--- src/rtl/ss_capture_if.sv ---
// Seven-segment display bus plus the decoded readback it produces.
// The display driver side owns the bus lines; the decoder side owns the readback.
interface ss_capture_if #(
  parameter int unsigned N_DIGITS = 8
);
  logic [6:0]            seg_n;
  logic [N_DIGITS-1:0]   an_n;
  logic [4*N_DIGITS-1:0] digits;
  logic [N_DIGITS-1:0]   digit_valid;
  logic                  frame_done;
  logic                  pattern_err;
  logic                  anode_err;

  modport master (
    output seg_n, an_n,
    input  digits, digit_valid, frame_done, pattern_err, anode_err
  );

  modport slave (
    input  seg_n, an_n,
    output digits, digit_valid, frame_done, pattern_err, anode_err
  );
endinterface

--- src/rtl/ss_capture_decoder.sv ---
// Recovers the hex value shown on each digit of a multiplexed active-low
// seven-segment bus once the bus has been stable for STABLE_CYCLES samples.
module ss_capture_decoder #(
  parameter int unsigned N_DIGITS      = 8,
  parameter int unsigned STABLE_CYCLES = 4
) (
  input logic         clk,
  input logic         rst,
  ss_capture_if.slave bus_if
);
  localparam int unsigned CNT_W = 8;
  localparam int unsigned LOW_W = 4;
  localparam logic [CNT_W-1:0]    CNT_MAX  = CNT_W'(STABLE_CYCLES);
  localparam logic [N_DIGITS-1:0] ALL_SEEN = '1;
  localparam logic [6:0]          BLANK    = 7'b1111111;

  typedef enum logic [1:0] {S_WAIT, S_CAPTURE, S_HOLD} state_e;

  state_e                state_q, state_d;
  logic [6:0]            seg_q;
  logic [N_DIGITS-1:0]   an_q;
  logic [CNT_W-1:0]      cnt_q, cnt_d;
  logic [N_DIGITS-1:0]   seen_q, seen_d;
  logic [N_DIGITS-1:0]   valid_q, valid_d;
  logic [4*N_DIGITS-1:0] digits_q, digits_d;
  logic                  frame_q, frame_d;
  logic                  perr_q, perr_d;
  logic                  aerr_q, aerr_d;

  logic                  changed;
  logic [N_DIGITS-1:0]   an_low;
  logic [LOW_W-1:0]      low_cnt;
  logic                  glyph_hit;
  logic [3:0]            glyph_val;
  logic [N_DIGITS-1:0]   seen_nxt;

  // Pattern is g..a, active-low; returns {hit, value}.
  function automatic logic [4:0] decode_glyph(input logic [6:0] s);
    logic [4:0] r;
    r = 5'b0_0000;
    case (s)
      7'b1000000: r = 5'b1_0000;
      7'b1111001: r = 5'b1_0001;
      7'b0100100: r = 5'b1_0010;
      7'b0110000: r = 5'b1_0011;
      7'b0011001: r = 5'b1_0100;
      7'b0010010: r = 5'b1_0101;
      7'b0000010: r = 5'b1_0110;
      7'b1111000: r = 5'b1_0111;
      7'b0000000: r = 5'b1_1000;
      7'b0010000: r = 5'b1_1001;
      7'b0001000: r = 5'b1_1010;
      7'b0000011: r = 5'b1_1011;
      7'b1000110: r = 5'b1_1100;
      7'b0100001: r = 5'b1_1101;
      7'b0000110: r = 5'b1_1110;
      7'b0001110: r = 5'b1_1111;
      default:    r = 5'b0_0000;
    endcase
    return r;
  endfunction

  assign changed              = ({bus_if.seg_n, bus_if.an_n} != {seg_q, an_q});
  assign an_low               = ~an_q;
  assign low_cnt              = LOW_W'($countones(an_low));
  assign {glyph_hit, glyph_val} = decode_glyph(seg_q);

  // Sample register, stability counter and all registered outputs.
  always_ff @(posedge clk or posedge rst) begin
    if (rst) begin
      state_q  <= S_WAIT;
      seg_q    <= '1;
      an_q     <= '1;
      cnt_q    <= '0;
      seen_q   <= '0;
      valid_q  <= '0;
      digits_q <= '0;
      frame_q  <= 1'b0;
      perr_q   <= 1'b0;
      aerr_q   <= 1'b0;
    end else begin
      state_q  <= state_d;
      seg_q    <= bus_if.seg_n;
      an_q     <= bus_if.an_n;
      cnt_q    <= cnt_d;
      seen_q   <= seen_d;
      valid_q  <= valid_d;
      digits_q <= digits_d;
      frame_q  <= frame_d;
      perr_q   <= perr_d;
      aerr_q   <= aerr_d;
    end
  end

  // Entering CAPTURE on the edge where the counter saturates puts the
  // output update STABLE_CYCLES edges after the first sample.
  always_comb begin
    state_d  = state_q;
    cnt_d    = cnt_q;
    seen_d   = seen_q;
    seen_nxt = seen_q;
    valid_d  = valid_q;
    digits_d = digits_q;
    frame_d  = 1'b0;
    perr_d   = 1'b0;
    aerr_d   = 1'b0;

    if (changed)                cnt_d = CNT_W'(1);
    else if (cnt_q != CNT_MAX)  cnt_d = cnt_q + CNT_W'(1);

    case (state_q)
      S_WAIT:    if (cnt_d == CNT_MAX) state_d = S_CAPTURE;
      S_CAPTURE: state_d = changed ? S_WAIT : S_HOLD;
      S_HOLD:    if (changed) state_d = S_WAIT;
      default:   state_d = S_WAIT;
    endcase

    if (state_q == S_CAPTURE) begin
      if (low_cnt > LOW_W'(1)) begin
        aerr_d = 1'b1;
      end else if (low_cnt == LOW_W'(1)) begin
        for (int i = 0; i < int'(N_DIGITS); i++) begin
          if (an_low[i]) begin
            valid_d[i] = glyph_hit;
            if (glyph_hit) digits_d[4*i +: 4] = glyph_val;
          end
        end
        perr_d   = !glyph_hit && (seg_q != BLANK);
        seen_nxt = seen_q | an_low;
        if (seen_nxt == ALL_SEEN) begin
          frame_d = 1'b1;
          seen_d  = '0;
        end else begin
          seen_d  = seen_nxt;
        end
      end
    end
  end

  assign bus_if.digits      = digits_q;
  assign bus_if.digit_valid = valid_q;
  assign bus_if.frame_done  = frame_q;
  assign bus_if.pattern_err = perr_q;
  assign bus_if.anode_err   = aerr_q;
endmodule

--- src/flat_wrapper.sv ---
// flat-port wrapper written by rule: the top's interface ports become plain ports
module ss_capture_decoder_flat 
#(
  parameter int unsigned N_DIGITS      = 8,
  parameter int unsigned STABLE_CYCLES = 4
)
  (clk, rst, bus_if_seg_n, bus_if_an_n, bus_if_digits, bus_if_digit_valid, bus_if_frame_done, bus_if_pattern_err, bus_if_anode_err);
  ss_capture_if #(.N_DIGITS(N_DIGITS)) bus_if_i ();
  input logic clk;
  input logic rst;
  input wire logic [$bits(bus_if_i.seg_n)-1:0] bus_if_seg_n;
  input wire logic [$bits(bus_if_i.an_n)-1:0] bus_if_an_n;
  output wire logic [$bits(bus_if_i.digits)-1:0] bus_if_digits;
  output wire logic [$bits(bus_if_i.digit_valid)-1:0] bus_if_digit_valid;
  output wire logic [$bits(bus_if_i.frame_done)-1:0] bus_if_frame_done;
  output wire logic [$bits(bus_if_i.pattern_err)-1:0] bus_if_pattern_err;
  output wire logic [$bits(bus_if_i.anode_err)-1:0] bus_if_anode_err;
  assign bus_if_i.seg_n = bus_if_seg_n;
  assign bus_if_i.an_n = bus_if_an_n;
  assign bus_if_digits = bus_if_i.digits;
  assign bus_if_digit_valid = bus_if_i.digit_valid;
  assign bus_if_frame_done = bus_if_i.frame_done;
  assign bus_if_pattern_err = bus_if_i.pattern_err;
  assign bus_if_anode_err = bus_if_i.anode_err;
  ss_capture_decoder #(.N_DIGITS(N_DIGITS), .STABLE_CYCLES(STABLE_CYCLES)) u_core (.clk(clk), .rst(rst), .bus_if(bus_if_i));
endmodule
--- config.mk ---
export PLATFORM = sky130hd
export DESIGN_NAME = ss_capture_decoder_flat
export DESIGN_NICKNAME = d
export VERILOG_FILES = /design/src/rtl/ss_capture_if.sv /design/src/rtl/ss_capture_decoder.sv /design/src/flat_wrapper.sv
export SDC_FILE = /design/constraint.sdc
export NUM_CORES = 1
export LEC_CHECK = 0
export ABC_AREA = 1
export CAP_MARGIN = 20
export CORE_MARGIN = 8
export CORE_UTILIZATION = 48
export CTS_CLUSTER_DIAMETER = 50
export DETAILED_ROUTE_END_ITERATION = 12
export GPL_TIMING_DRIVEN = 0
export PLACE_DENSITY = 0.84
export SKIP_CTS_REPAIR_TIMING = 1
export SLEW_MARGIN = 20
export SYNTH_ARGS = -nofsm -noshare
export SYNTH_HDL_FRONTEND = slang
export SYNTH_SLANG_ARGS = --single-unit
--- constraint.sdc ---
create_clock -name clk -period 3.5 [get_ports clk]
set_input_delay 0.7 -clock clk [delete_from_list [all_inputs] [get_ports clk]]
set_output_delay 0.7 -clock clk [all_outputs]
set_load 0.01 [all_outputs]
==> Word-level counts from Yosys, hierarchy flattened <==
Index checks and enable logic that the tools add are counted.
{ "totals": {"word_cells": 100, "romBits": 0, "regBits": 76, "latchBits": 0, "inputBits": 17, "mem_count": 0, "output_inout_bits": 43, "ram_bits": 0} }
{ "op_classes": {"shift": 0, "multipliers": 0, "reduce_logical": 22, "add_sub_neg": 8, "div": 0, "n_mux": 17, "n_eq_ne": 25, "bitwise_logic": 3, "order_cmp": 1} }
{ "op_table": {"columns": ["operator", "n"], "rows": [
  ["$pmux 5 s16", 1],
  ["$reduce_and 5->1", 8],
  ["$reduce_and 4->1", 8],
  ["$eq 7x7->1 const B", 4],
  ["$mux 8", 3],
  ["$eq 7x5->1 const B", 3],
  ["$eq 7x6->1 const B", 3],
  ["$ne 15x15->1", 1],
  ["$eq 7x2->1 const B", 2],
  ["$eq 7x4->1 const B", 2],
  ["$add 4x4->4", 3],
  ["$mux 1", 9],
  ["$add 1x1->2", 4],
  ["$add 8x1->8 const B", 1],
  ["$eq 8x3->1 const B", 1],
  ["$eq 8x8->1 const B", 1],
  ["$ne 8x3->1 const B", 1],
  ["$not 8->8", 1],
  ["$or 8x8->8", 1],
  ["$eq 7x3->1 const B", 1],
  ["$logic_not 7->1", 1],
  ["$ne 7x7->1 const B", 1],
  ["$mux 2", 3],
  ["$pmux 2 s3", 1],
  ["other kinds (11)", 12]
]} }

==> Longest topological paths before layout <==
Gate-level depths: netlist (run 1).
{ "logic_depth": {"ltp_word": 8, "depth_mapped": 17} }

==> Worst setup path before layout (run 1) <==
OpenSTA, ideal clock, no wires.
{ "synth_path": {"path_type": "reg-to-reg", "startpoint": "register u_core.an_q[0]", "endpoint": "register u_core.digits_q[29] (netlist: u_core.bus_if.digits[29])", "required_time_ps": 3383, "path_stages_with_launch": 18, "n_path_buf": 1, "t_arrival_ps": 3334, "synth_period_minus_slack_ps": 3451, "slack_ps": 49, "cell_sequence": "dfstp_2 -> inv_1 -> ha_1 -> inv_1 -> fa_1 -> inv_1 -> fa_1 -> ha_1 -> inv_1 -> fa_1 -> nand3b_1 -> nor3_1 -> nand2_1 -> clkbuf_1 -> nor2_4 -> nand2_4 -> nand2_1 -> nand2_1"} }
{ "synth_via": {"elab_chain_len": 7, "word_cells_on_any_way": 8, "classes_between": "add/sub (3); order compare (1); eq/ne (1); bitwise (2); reduce/logical (1)"} }
{ "synth_lines": {"columns": ["element", "line", "rtl"], "rows": [
  ["from (decl)", "ss_capture_decoder.sv:21", "logic [N_DIGITS-1:0] an_q;"],
  ["from (signal assigned)", "ss_capture_decoder.sv:84", "an_q <= bus_if.an_n;"],
  ["$not 8->8 (*)", "ss_capture_decoder.sv:64", "assign an_low = ~an_q;"],
  ["$add 1x1->2 (implied by the code) (*)", "ss_capture_decoder.sv:65", "assign low_cnt = LOW_W'($countones(an_low));"],
  ["$add 4x4->4 (implied by the code) (*) (2 in a row)", "ss_capture_decoder.sv:65", null],
  ["$gt 4x1->1", "ss_capture_decoder.sv:119", "if (low_cnt > LOW_W'(1)) begin"],
  ["$not 1->1 (no line)", null, null],
  ["$reduce_and 5->1 (no line) (*)", null, null],
  ["to (signal assigned)", "ss_capture_decoder.sv:88", "digits_q <= digits_d;"],
  ["to (decl)", "ss_capture_decoder.sv:25", "logic [4*N_DIGITS-1:0] digits_q, digits_d;"]
]} }
Every way passes the cells marked *; elsewhere a longest branch is shown, timed or not.
A chain may end at the register's enable or synchronous reset.

==> Final worst setup path (run 1) <==
{ "layout_path": {"startpoint": "register u_core.an_q[3]", "endpoint": "register u_core.digits_q[13] (netlist: u_core.bus_if.digits[13])"} }
{ "layout_via": {"elab_chain_len": 7, "word_cells_on_any_way": 8, "classes_between": "add/sub (3); order compare (1); eq/ne (1); bitwise (2); reduce/logical (1)"} }
{ "layout_lines": {"columns": ["element", "line"], "rows": [
  ["$not 8->8 (*)", "ss_capture_decoder.sv:64"],
  ["$add 1x1->2 (implied by the code)", "ss_capture_decoder.sv:65"],
  ["$add 4x4->4 (implied by the code) (2 in a row)", "ss_capture_decoder.sv:65"],
  ["$gt 4x1->1", "ss_capture_decoder.sv:119"],
  ["$not 1->1 (no line)", null],
  ["$reduce_and 5->1 (no line) (*)", null]
]} }
Marks and branches as above.

==> reports/qor.yml, run 1 <==
status: "finished with violations"
failed_checks: "negative setup slack"
nFillCells: 574
commonest_cells_after_routing_fill_and_taps_aside: "sky130_fd_sc_hd__nand2_1 (151), sky130_fd_sc_hd__dfrtp_1 (61), sky130_fd_sc_hd__clkdlybuf4s50_1 (59)"
least_setup_slack_across_all_paths_after_layout_ps: -229.3
initialDrtViolationCount: 225
cts.reportedPaths.clkPinSlew_ps: 80
worst_setup_path_start_kind: "flop"
critPathRequiredTime_ps: 3750
max_freq_mhz: 268.2
worst_setup_path_end_kind: "flop"
crit-reg2reg-capture: "u_core.bus_if.digits[13]"
floorplan.die.height_microns: 104.3
totalWireLength_mm: 10.27
yosys_register_bits: 76
multi_input_combinational_cell_area_sq_um: 1753
finalMaxSlewViolations: 0
grt_usage: 0.1688
report.final.hold_viol_count: 0
crit_path_cell_count: 17
r2r_start: "u_core.an_q[3]"
setup_repair_after_global_routing_missed_its_margin: "true"
reg2reg_setup_slack_ps: -230
synth_ff_type: "sky130_fd_sc_hd__dfrtp_1"
critical_path_cell_with_the_highest_stage_delay: "sky130_fd_sc_hd__fa_1"
min-delay-path-class: "flop to flop"
worst_path_largest_cell_delay_ps: 550
synthesis.yosys.warnings: 0
power.density_cell_area_nw_per_um2: 362.4
largest_vdd_supply_drop_uv: 218.7
worst-slew-pin-transition_ps: 506.9
worst_setup_path_end: "u_core.bus_if.digits[13]"
die_width_microns: 104.3
worst-setup-path-type: "flop to flop"
timing.final.setup_violations: 50
floorplan.rows: 32
cp_data_arrival_time_ps: 3980
place_ws_ps: -465.9
drt_pre_antenna_iters: 4
boundaryPins: 60
critical_path.n_buffers_inverters: 5
fin_cells: 670
yosysSeqAreaShare: 0.5127
gp_routability_congestion: 0.9278
netlist.top_cell.by_area: "sky130_fd_sc_hd__dfrtp_1"
period_minus_slack_ps: 3729
mostFrequentLayoutCell: "sky130_fd_sc_hd__nand2_1"
final_layout_size_suffix_gt1_frac: 0.2394
share_of_flip_flops_with_an_asynchronous_set_or_reset: 1.000
setup.worst_path.start: "u_core.an_q[3]"
cts_htree_levels: 3
crit_path_max_fanout: 6
fin_total_pwr_mw: 1.860
period_share: 1.066
via_per_inst: 5.116
n_antenna_cell: 0
via_count: 3428
core_region_area_sq_um: 7647
total_leakage_power_nw: 2.790
clock_insertion_delay_worst_skew_ps: 370
ant_nets: 0
number_of_global_route_vias_before_repair: 3316
syn-instance-count: 467
starting_utilization_of_the_core_area: 0.4899
globalRouteOverflowTotal: 0
grt_max_degree: 48
finalClockSkew_ps: 19.28
postSynthAreaPerCell_sq_um: 8.022
tritoncts: "yes"
synth_area_sq_um: 3746
final_core_util: 0.6713
slew_headroom: 0.6611
antenna_violations_before_repair: 0
cts_root_buffer: "sky130_fd_sc_hd__clkbuf_8"
max_cap_viol_count: 0
timing.critical_path.cells: "inv_2 -> ha_4 -> inv_1 -> fa_1 -> inv_2 -> fa_1 -> ha_2 -> inv_2 -> fa_1 -> nand3b_1 -> nor3_4 -> nand2_4 -> buf_6 -> nor2_4 -> nand2_4 -> nand2_2 -> nand2_1"
area.sequential_sq_um: 1921
numPlacedInstances: 629
path_delay_family: "adder cells"
syn_to_layout_area_delta_pct: 37.04
post_synth_num_cell_types: 32
placement.io_buffers: 59
grt_first_pass_wirelength_mm: 15.16
drc: 0
cts-buffers-inserted: 9
die_footprint_sq_um: 10890
synth_top_cell_area_share: 0.4075
avgRoutedWirePerCell_microns: 15.33
tritoncts_num_sinks: 76
synth-edff-count: 0
cts_buffer_depth: 2
post_layout_nets: 592
dp_hpwl_mm: 6.272
synth.net_count: 496
ys_top_cells_by_area: "sky130_fd_sc_hd__dfrtp_1 (41%), sky130_fd_sc_hd__nand2_1 (18%), sky130_fd_sc_hd__dfstp_2 (11%), sky130_fd_sc_hd__inv_1 (6.7%), sky130_fd_sc_hd__nor2_1 (4.2%)"
depth_of_the_most_critical_reg_to_reg_path: 17
-- tightest hold or removal path, delay by kind of cell, from the launching register on --
family / cells / cell delay, ps
DFF: 1 / 350
and+or+nand+nor: 2 / 110
-- power by group --
group	internal, mW	switching, mW	leakage [nW]
registers	0.894	0.0137	1.01
clock network	0.402	0.351	0.102
logic	0.0793	0.121	1.68
total	1.38	0.485	2.79
-- synth_stat cells (all sizes together), types with 2 or more instances --
cell,instances
a21oi,2
buf,2
clkbuf,2
dfrtp,61
dfstp,15
fa,4
ha,8
inv,68
nand2,185
nand3,27
nor2,46
nor3,10
o21ai,22
o22ai,4
xor2,3
-- per-layer routing --
metal / global-route usage / wire length (microns) / vias to the layer above
met5: 0 / 0 / -
met4: 0.09617 / 434 / 0
met3: 0.04337 / 751 / 34
met2: 0.2773 / 5046 / 145
met1: 0.1955 / 4042 / 1630
li1: - / - / 1619
-- final cells by class --
| cell class | count | area share |
|---|---|---|
| Multi-Input combinational cell | 319 | 0.3415 |
| Buffer | 4 | 0.007068 |
| Tap cell | 102 | 0.02486 |
| Clock inverter | 6 | 0.01730 |
| Timing Repair Buffer | 85 | 0.1601 |
| Clock buffer | 10 | 0.02486 |
| Sequential cell | 76 | 0.3741 |
| Inverter | 68 | 0.05021 |
-- sequential cells by signal, summed over array words and instances (netlist names) --
signal and cells:
u_core.state_q 2, u_core.seg_q 7, u_core.bus_if.frame_done 1, u_core.bus_if.digit_valid 8, u_core.bus_if.pattern_err 1, u_core.cnt_q 8
u_core.seen_q 8, u_core.an_q 8, u_core.bus_if.digits 32, u_core.bus_if.anode_err 1
-- cell families after synthesis --
kind of cell / share of synthesized area
AOI/OAI and AO/OA: 0.04075
xor gates and xnor gates: 0.009354
adders and majority gates: 0.04810
buffers and inverters: 0.07481
DFF: 0.5127
and+or+nand+nor: 0.3143
-- worst min path at each step --
stage,end,cells past startpoint,slack [ps],from
3_3_place_gp,u_core.bus_if.digits[1],2,450,u_core.bus_if.digits[1]
5_1_grt,u_core.bus_if.digits[25],2,510,u_core.bus_if.digits[25]
2_1_floorplan,u_core.seen_q[7],2,470,u_core.seen_q[7]
3_5_place_dp,u_core.bus_if.digits[10],2,460,u_core.bus_if.digits[10]
6_report,u_core.bus_if.digits[25],2,490,u_core.bus_if.digits[25]
4_1_cts,u_core.bus_if.digits[12],2,480,u_core.bus_if.digits[12]
-- through the flow --
step	TNS, ps	hold slack [ps]	instance area [sq um]
finish	-8853	486.1	5134
global route	-15780	505.0	5134
CTS	-18090	476.7	4711
detailed placement	-17060	457.5	4494
global placement	-29450	452.6	4464
floorplan	0	469.7	3746
Note: power is estimated with default switching activity, not from simulation.
==> run 2: changes to the inputs <==
CORE_MARGIN = 2   (was 8)
==> reports/qor.yml, run 2 (synthesis results as in run 1) <==
cts_buffer_depth: 2  # unchanged
cts.reportedPaths.clkPinSlew_ps: 80  # about the same
worst_setup_path_start_kind: "flop"
finalMaxSlewViolations: 0  # unchanged
grt_max_degree: 50  # +4.2%
placement.io_buffers: 59  # unchanged
period_share: 1.068  # +0.002614
grt_first_pass_wirelength_mm: 13.64  # -10%
max_freq_mhz: 267.5  # -0.24%
hold_start: "u_core.bus_if.digits[2]"
floorplan.die.height_microns: 92.34  # -12%
antenna_violations_before_repair: 0  # unchanged
n_antenna_cell: 0  # unchanged
finalClockSkew_ps: 11.95  # -7.335 ps
critPathRequiredTime_ps: 3760  # about the same
fin_cells: 662  # -1.2%
via_count: 3365  # -1.8%
period_minus_slack_ps: 3738  # +9.149 ps
die_footprint_sq_um: 8527  # -22%
final_core_util: 0.6577  # -0.01358
crit-reg2reg-capture: "u_core.bus_if.digits[28]"
tritoncts: "yes"
largest_vdd_supply_drop_uv: 242.2  # +11%
initialDrtViolationCount: 155  # -31%
total_leakage_power_nw: 2.775  # -0.55%
core_region_area_sq_um: 7647  # unchanged
max_cap_viol_count: 0  # unchanged
setup_repair_after_global_routing_missed_its_margin: "true"
clock_insertion_delay_worst_skew_ps: 360  # about the same
min_path_cells: 2  # unchanged
tritoncts_num_sinks: 76  # unchanged
slew_headroom: 0.6144  # -0.04671
via_per_inst: 5.083  # -0.65%
globalRouteOverflowTotal: 0  # unchanged
power.density_cell_area_nw_per_um2: 376.9  # +4.0%
numPlacedInstances: 629  # unchanged
totalWireLength_mm: 8.991  # -12%
tns_ps: -8716  # +136.9 ps
avgRoutedWirePerCell_microns: 13.58  # -11%
status: "finished with violations"
dp_hpwl_mm: 5.998  # -4.4%
hold_end: "u_core.bus_if.digits[2]"
depth_of_the_most_critical_reg_to_reg_path: 17  # unchanged
timing.final.setup_violations: 49  # -2.0%
starting_utilization_of_the_core_area: 0.4899  # unchanged
report.final.hold_viol_count: 0  # unchanged
worst-setup-path-type: "flop to flop"
cts_root_buffer: "sky130_fd_sc_hd__clkbuf_8"
post_layout_nets: 584  # -1.4%
cts_htree_levels: 3  # unchanged
gp_routability_congestion: 0.8713  # -6.1%
boundaryPins: 60  # unchanged
floorplan.rows: 32  # unchanged
drc: 0  # unchanged
reg2reg_setup_slack_ps: -240  # about the same
crit_path_max_fanout: 7  # +1
worst-slew-pin-transition_ps: 576.8  # +69.86 ps
cp_data_arrival_time_ps: 3990  # about the same
mostFrequentLayoutCell: "sky130_fd_sc_hd__nand2_1"
drt_pre_antenna_iters: 6  # +2
final_layout_size_suffix_gt1_frac: 0.1929  # -0.04658
worst_setup_path_end_kind: "flop"
ant_nets: 0  # unchanged
r2r_start: "u_core.an_q[3]"
least_setup_slack_across_all_paths_after_layout_ps: -238.4  # -9.149 ps
commonest_cells_after_routing_fill_and_taps_aside: "sky130_fd_sc_hd__nand2_1 (164), sky130_fd_sc_hd__dfrtp_1 (61), sky130_fd_sc_hd__clkdlybuf4s50_1 (59)"
number_of_flip_flops_under_the_largest_register_name: 32  # unchanged
die_width_microns: 92.34  # -12%
syn_to_layout_area_delta_pct: 34.27
grt_usage: 0.2024  # +0.03368
min-delay-path-class: "flop to flop"
nFillCells: 581  # +1.2%
cts-buffers-inserted: 9  # unchanged
number_of_global_route_vias_before_repair: 3079  # -7.1%
failed_checks: "negative setup slack"
-- run 2: cell types whose count changed in the layout (fill, tap and decap cells not counted), moves of 2 or more --
cell and delta:
sky130_fd_sc_hd__nand2_1 +13, sky130_fd_sc_hd__o21ai_1 +3, sky130_fd_sc_hd__nand2_2 -12, sky130_fd_sc_hd__buf_4 -5, sky130_fd_sc_hd__inv_2 -2, sky130_fd_sc_hd__buf_6 -3
sky130_fd_sc_hd__o21ai_2 -4, sky130_fd_sc_hd__clkinvlp_4 -2
-- run 2: power by group --
group	internal, mW	switching [mW]
sequential	0.894	0.0136
clock	0.475	0.325
combinational	0.0765	0.112
-- run 2: per-stage QoR --
stage	instance area [sq um]	power (mW)	hold slack [ps]	setup WS (ps)
floorplan	3746	1.020	469.7	48.77
global placement	4464	1.068	452.4	-378.3
detailed placement	4494	1.081	458.0	-539.8
CTS	4735	1.876	476.8	-543.7
global route	5030	1.973	488.1	-414.0
finish	5030	1.896	472.9	-238.4
-- run 2: final cells by class --
class                      instances  area (sq um)  area share
buffer                             4         36.28    0.007214
clock buffer                      10         127.6     0.02537
clock inverter                     6         112.6     0.02239
inverter                          68         260.3     0.05174
multi-input combinational        319          1674      0.3328
sequential                        76          1921      0.3818
tap                              102         127.6     0.02537
timing repair buffer              77         770.7      0.1532
-- run 2: worst max-delay path by stage --
stage                         startpoint                       end  slack (ps)
after floorplan           u_core.an_q[0]  u_core.bus_if.digits[29]          50
after global placement    u_core.an_q[1]  u_core.bus_if.digits[28]        -380
after detailed placement  u_core.an_q[1]  u_core.bus_if.digits[28]        -540
after CTS                 u_core.an_q[1]  u_core.bus_if.digits[28]        -540
after global routing      u_core.an_q[3]   u_core.bus_if.digits[9]        -410
final                     u_core.an_q[3]  u_core.bus_if.digits[28]        -240
-- run 2: critical path, stage by stage (launching register included) --
cell                       delay, ps
sky130_fd_sc_hd__dfstp_2         410
sky130_fd_sc_hd__inv_2           100
sky130_fd_sc_hd__ha_4            140
sky130_fd_sc_hd__inv_2            30
sky130_fd_sc_hd__fa_1            530
sky130_fd_sc_hd__inv_2            40
sky130_fd_sc_hd__fa_1            520
sky130_fd_sc_hd__ha_2            180
sky130_fd_sc_hd__inv_2            40
sky130_fd_sc_hd__fa_1            500
sky130_fd_sc_hd__nand3b_1        120
sky130_fd_sc_hd__nor3_2          260
sky130_fd_sc_hd__nand2_2         190
sky130_fd_sc_hd__buf_8           180
sky130_fd_sc_hd__nor2_4          190
sky130_fd_sc_hd__nand2_4          90
sky130_fd_sc_hd__nand2_2          80
sky130_fd_sc_hd__nand2_1          40
-- run 2: per-layer routing --
metal	share of wire	vias up	GRT usage
li1	-	1606	-
met3	0.057	27	0.03662
met2	0.50	152	0.3394
met5	0	-	0
met1	0.41	1580	0.2484
met4	0.036	0	0.1095
